## src/rtl/core_muldiv.sv

```systemverilog
// Iterative RV32M-style multiply/divide unit: shift-add multiply and restoring
// divide on operand magnitudes, one bit per cycle, sign fixed up on the way out.
module core_muldiv #(
    parameter int XLEN = 32
) (
    input  logic            clk,
    input  logic            rst,
    input  logic            i_start,
    input  logic            i_flush,
    input  logic [2:0]      i_funct3,
    input  logic [XLEN-1:0] i_num1u,
    input  logic [XLEN-1:0] i_num2u,
    output logic            o_busy,
    output logic            o_done,
    output logic [XLEN-1:0] o_res
);
    localparam int CW = $clog2(XLEN);
    localparam logic [XLEN-1:0] MOST_NEG = {1'b1, {(XLEN-1){1'b0}}};

    typedef enum logic [1:0] {IDLE, CALC, DONE} state_t;

    state_t            state;
    logic [CW-1:0]     cnt;
    logic [2:0]        op;
    logic              neg;
    logic [XLEN-1:0]   mag2;
    logic [2*XLEN-1:0] acc;

    // Operand decode for an incoming start
    logic            is_div, sgn1, sgn2, neg1, neg2, start_neg, div_zero, div_ovf;
    logic [XLEN-1:0] abs1, abs2, special_res;

    always_comb begin
        is_div      = i_funct3[2];
        sgn1        = is_div ? ~i_funct3[0] : (i_funct3[1:0] != 2'b11);
        sgn2        = is_div ? ~i_funct3[0] : ~i_funct3[1];
        neg1        = sgn1 & i_num1u[XLEN-1];
        neg2        = sgn2 & i_num2u[XLEN-1];
        abs1        = neg1 ? -i_num1u : i_num1u;
        abs2        = neg2 ? -i_num2u : i_num2u;
        // Remainder follows the dividend sign; everything else follows sign1^sign2
        start_neg   = (is_div & i_funct3[1]) ? neg1 : (neg1 ^ neg2);
        div_zero    = is_div & (i_num2u == '0);
        div_ovf     = is_div & ~i_funct3[0] & (i_num1u == MOST_NEG) & (i_num2u == '1);
        special_res = div_zero ? (i_funct3[1] ? i_num1u : '1)
                               : (i_funct3[1] ? '0 : i_num1u);
    end

    // One iteration: acc holds {partial, multiplier} or {remainder, dividend/quotient}
    logic [XLEN:0]     sum, rem_sh, rem_new;
    logic              ge, unused_rem_top;
    logic [2*XLEN-1:0] step, prod_fix;
    logic [XLEN-1:0]   quo, rem, final_res;

    always_comb begin
        sum      = {1'b0, acc[2*XLEN-1:XLEN]} + (acc[0] ? {1'b0, mag2} : '0);
        rem_sh   = {acc[2*XLEN-1:XLEN], acc[XLEN-1]};
        ge       = rem_sh >= {1'b0, mag2};
        rem_new  = ge ? (rem_sh - {1'b0, mag2}) : rem_sh;
        step     = op[2] ? {rem_new[XLEN-1:0], acc[XLEN-2:0], ge}
                         : {sum, acc[XLEN-1:1]};
        prod_fix = neg ? -step : step;
        quo      = neg ? -step[XLEN-1:0] : step[XLEN-1:0];
        rem      = neg ? -step[2*XLEN-1:XLEN] : step[2*XLEN-1:XLEN];
        if (op[2])
            final_res = op[1] ? rem : quo;
        else if (op[1:0] == 2'b00)
            final_res = prod_fix[XLEN-1:0];
        else
            final_res = prod_fix[2*XLEN-1:XLEN];
    end
    assign unused_rem_top = rem_new[XLEN];

    always_ff @(posedge clk or posedge rst) begin
        if (rst) begin
            state <= IDLE;
            cnt   <= '0;
            op    <= '0;
            neg   <= 1'b0;
            mag2  <= '0;
            acc   <= '0;
            o_res <= '0;
        end else begin
            case (state)
                IDLE: begin
                    if (i_start && !i_flush) begin
                        op   <= i_funct3;
                        neg  <= start_neg;
                        mag2 <= abs2;
                        acc  <= {{XLEN{1'b0}}, abs1};
                        cnt  <= '0;
                        if (div_zero || div_ovf) begin
                            o_res <= special_res;
                            state <= DONE;
                        end else begin
                            state <= CALC;
                        end
                    end
                end
                CALC: begin
                    if (i_flush) begin
                        state <= IDLE;
                    end else begin
                        acc <= step;
                        cnt <= cnt + 1'b1;
                        if (cnt == CW'(XLEN-1)) begin
                            o_res <= final_res;
                            state <= DONE;
                        end
                    end
                end
                DONE:    state <= IDLE;
                default: state <= IDLE;
            endcase
        end
    end

    assign o_busy = (state != IDLE);
    assign o_done = (state == DONE);
endmodule

```

## config.mk

```make
export PLATFORM = sky130hd
export DESIGN_NAME = core_muldiv
export DESIGN_NICKNAME = d
export VERILOG_FILES = /design/src/rtl/core_muldiv.sv
export SDC_FILE = /design/constraint.sdc
export NUM_CORES = 1
export LEC_CHECK = 0
export CELL_PAD_IN_SITES_DETAIL_PLACEMENT = 1
export CELL_PAD_IN_SITES_GLOBAL_PLACEMENT = 2
export CORE_MARGIN = 10
export CORE_UTILIZATION = 39
export DETAILED_ROUTE_END_ITERATION = 7
export GPL_ROUTABILITY_DRIVEN = 0
export PLACE_DENSITY_LB_ADDON = 0.1
export SETUP_SLACK_MARGIN = 0.5
export SLEW_MARGIN = 20
export SYNTH_ARGS = -nofsm -noshare
export SYNTH_HDL_FRONTEND = slang
export SYNTH_SLANG_ARGS = --single-unit
```

## constraint.sdc

```tcl
create_clock -name clk -period 11.1 [get_ports clk]
set_input_delay 3.33 -clock clk [delete_from_list [all_inputs] [get_ports clk]]
set_output_delay 3.33 -clock clk [all_outputs]
set_load 0.01 [all_outputs]
```

==> results.md <==
- The run finished with clean final reports.
- The analysis attributes to cell leakage a power of slightly above 7 nW.
- The largest net degree at the start of global routing is 88.
- The count of placed standard cells including taps is between 2,000 and 3,000.
- In this run, distinct cell masters in the synthesized netlist total 96.
- After filler insertion, the fill cell instance count of the layout stands at roughly 5,000.
- The total clock sinks is 139.
- The path type of the worst setup path is in2reg.
- The multi-input gate area in the final layout is roughly 0.012 sq mm.
- The clock tree synthesis step divided the H-tree into 4 levels.
- The overall overflow remaining after global route is 0.
- The proportion of layout cells with a drive suffix above 1 is 0.06305.
- The category of the worst setup path launch point is a primary input.
- The number of clock buffers inserted by TritonCTS is 17.
- Across the whole layout, storage elements account for 0.003483 sq mm.
- TritonCTS built the clock tree.
- Setup repair after global routing left no endpoint under its margin.
- The first detailed-routing pass ran for 6 iterations.
- Across all layers, the routed design uses 17,175 vias.
- The wire length per cell is 26.10 microns.
- The final count of hold timing violations came to 0.
- Once detail routing completed, the nets flagged for antenna violations numbered 0.
- Of the available clock period, the critical path in the final layout requires 0.7573.
- In this run the worst hold path is classified as reg2reg.
- The initial antenna violation count is 1.
- The die covers around 0.049 sq mm.
- In the final timing run, aggregate negative setup slack is 0 ns.
- From synthesis to final layout, the design area changed by 13.26%.
- The number of antenna diodes in the final layout is 0.
- For this configuration, the core starts out at a cell density of 0.3960.
- The later pin in the worst-skew pair is clocked with a latency of 0.45 ns.
- The count of flip-flops with a built-in enable after synthesis is 0.
- The total count of max-transition violations in the final report came to 0.
- The area of the core is 0.03982 sq mm.
- Setup violations remaining at the end of the flow were counted as 0.
- The clock slew at the register clock pins of the worst setup and hold paths is 0.06 ns.
- The DRC violations left is 0.
- STA classifies the critical path endpoint as a flop.
- The synthesized area per cell is about 7.4 sq um.
- The number of global-route vias before repair is 17,054.
- The boundary pin count is 105.
- The Yosys step of the flow raised 0 warnings.
- The final cell count without fillers is 2,682.
- The post-synthesis sequential area ratio is 0.2206.
- Across all hold checks on the routed design, the worst slack comes to a little under 0.5 ns.
- The number of nets produced by synthesis is 2,266.
- The most used flip-flop cell after synthesis is dfrtp_1.
- The clock root buffer is clkbuf_16.
- The die is about 220 microns wide.
- Along the worst path, the maximum fanout reaches 52.
- The number of port buffers is 104.
- Summing every instance area after synthesis gives 0.01577 sq mm.
- The largest buffer count on any clock path is 2.
- In this run the power density over the cells is 258.9 mW/mm^2.
- The combined global-route utilization of all metal layers is 0.2735.
- The number of maximum-capacitance constraint violations is 0.
- The number of flip-flops and latches in the synthesized netlist is 139.
- In this run the vertical extent of the chip is around 220 microns.
- The number of gates resized after CTS was 0.
- The detailed-route wire length is 70.00 mm.
- The fraction of the core area covered by cells at the end of the flow is 0.4485.
- The setup fix buffers added after clock tree synthesis is 0.
- The async set-reset flop share out of synthesis is 1.000.
- The maximum clock rate is 119.0 MHz.
- In the routed layout, each cell is associated on average with a via count of ~6.4.
- The number of buffers inserted for hold repair after clock tree synthesis is 0.
- The time the worst path needs with I/O delays and setup is 8.406 ns.
- The wire length of the first global-routing pass is 106.0 mm.
- The setup skew after layout is roughly 0.0098 ns.
- At the end of the flow, the number of nets in the layout was between 2,000 and 2,500.
- In this run, the number of DRC markers left after iteration 0 of detailed routing was ~1,400.
- IR analysis of the VDD net gives a maximum drop of about 0.00018 V.
- The detailed placement HPWL is 54.37 mm.
- The data arrival time of the worst path is 8.72 ns.
- The cell row count is 73.
- For the pin with the worst max-slew slack, the measured transition is 1.016 ns.
- At the worst endpoint, the required time is 11.42 ns.
- The number of standard cells after synthesis is between 2,000 and 2,500.
- The worst-case headroom to the max-slew limit is 0.3153.
==> sequential cells by signal, summed over array words and instances, names as in the netlist <==
register	flops
neg	1
op	3
cnt	5
mag2	32
acc	64
o_res	32
state	2
==> report_power, final <==
part	switching (mW)	internal, mW	leakage (nW)
Combinational	1.97	1.06	5.02
Sequential	0.259	0.664	1.73
Clock	0.258	0.407	0.311
Total	2.49	2.13	7.06
==> synth_stat cells, types with 27 or more instances <==
library cell    n  area (sq um)
a21o_1         28         210.2
a21oi_1       206          1031
a22o_1         27         236.5
a31oi_1        38         237.7
and2_1         41         256.5
clkbuf_1       90         337.8
dfrtp_1       139          3478
ha_1           71         888.4
inv_1          72         270.3
mux2i_1        44         440.4
nand2_1       209         784.5
nand3_1        51         255.2
nand4_1        32         200.2
nor2_1        188         705.7
nor3_1         65         325.3
o211ai_1       27         202.7
o21ai_0       175         875.8
or3_1          36         225.2
xnor2_1        89         779.5
xor2_1         63         551.8
==> metal layers <==
layer,up-vias,track usage,share of wire
li1,7875,-,-
met1,8611,0.3889,0.47
met2,605,0.4181,0.44
met3,84,0.04311,0.071
met4,0,0.07420,0.022
met5,-,0,0
==> worst paths after layout <==
check | start | to | slack (ns) | cells after the start
worst max-delay path | i_num2u[0] | o_res[27] | 2.69 | 16
worst min-delay path | o_res[5] | o_res[5] | 0.49 | 2
worst max register to register | mag2[1] | o_res[14] | 4.54 | 20
worst min register to register | o_res[5] | o_res[5] | 0.49 | 2
max in group asynchronous | rst | o_res[2] | 6.31 | 3
min in group asynchronous | rst | mag2[16] | 3.44 | 2
==> worst max-delay path: stages <==
cell and delay (ns):
clkdlybuf4s50_1 0.48, inv_1 0.09, ha_1 0.16, or3b_2 0.50
nor3_1 0.47, nand3_1 0.33, nor3_1 0.51, and4b_2 1.00
a211o_1 0.30, o21ai_4 0.07, buf_4 0.30, clkinv_1 0.42
mux2i_1 0.35, nor3_1 0.08, mux2i_1 0.17, o21ai_0 0.11
==> cell type report <==
cell class                      count  share of cell area
Inverter                           75             0.01604
Tap cell                          525             0.03678
Timing Repair Buffer              132             0.07006
Clock inverter                     13             0.01191
Multi-Input combinational cell   1779              0.6454
Sequential cell                   139              0.1950
Clock buffer                       19             0.02480
==> kinds of logic (layout without fill, tap and decap cells) <==
group | after synthesis | after routing | synth area share
and+or+nand+nor | 756 | 756 | 0.2366
AOI/OAI and AO/OA | 716 | 716 | 0.2945
muxes | 59 | 59 | 0.03864
buffers and inverters | 204 | 239 | 0.05181
xor gates and xnor gates | 152 | 152 | 0.08442
adders and majority gates | 96 | 96 | 0.07347
DFF | 139 | 139 | 0.2206
==> layout by cell type, fill, tap and decap left out, drive strengths merged, types with 32 or more instances in the layout <==
cell	count
o21ai	189
or3	36
and2	42
nor2	189
nand4	32
dfrtp	139
clkdlybuf4s50	104
a21oi	212
xor2	63
inv	75
xnor2	89
a31oi	39
nand3	51
nor3	66
mux2i	44
nand2	209
ha	71
==> metrics by stage <==
stage                     instance area [sq um]  setup slack, ns  power (mW)
after global routing                      17860            2.403       4.897
after floorplan                           15770            4.045       2.798
final                                     17860            2.694       4.624
after global placement                    17200            2.609       3.809
after CTS                                 17850            2.820       4.560
after detailed placement                  17200            2.361       3.876
No activity file was read; power rests on OpenSTA's default activity.
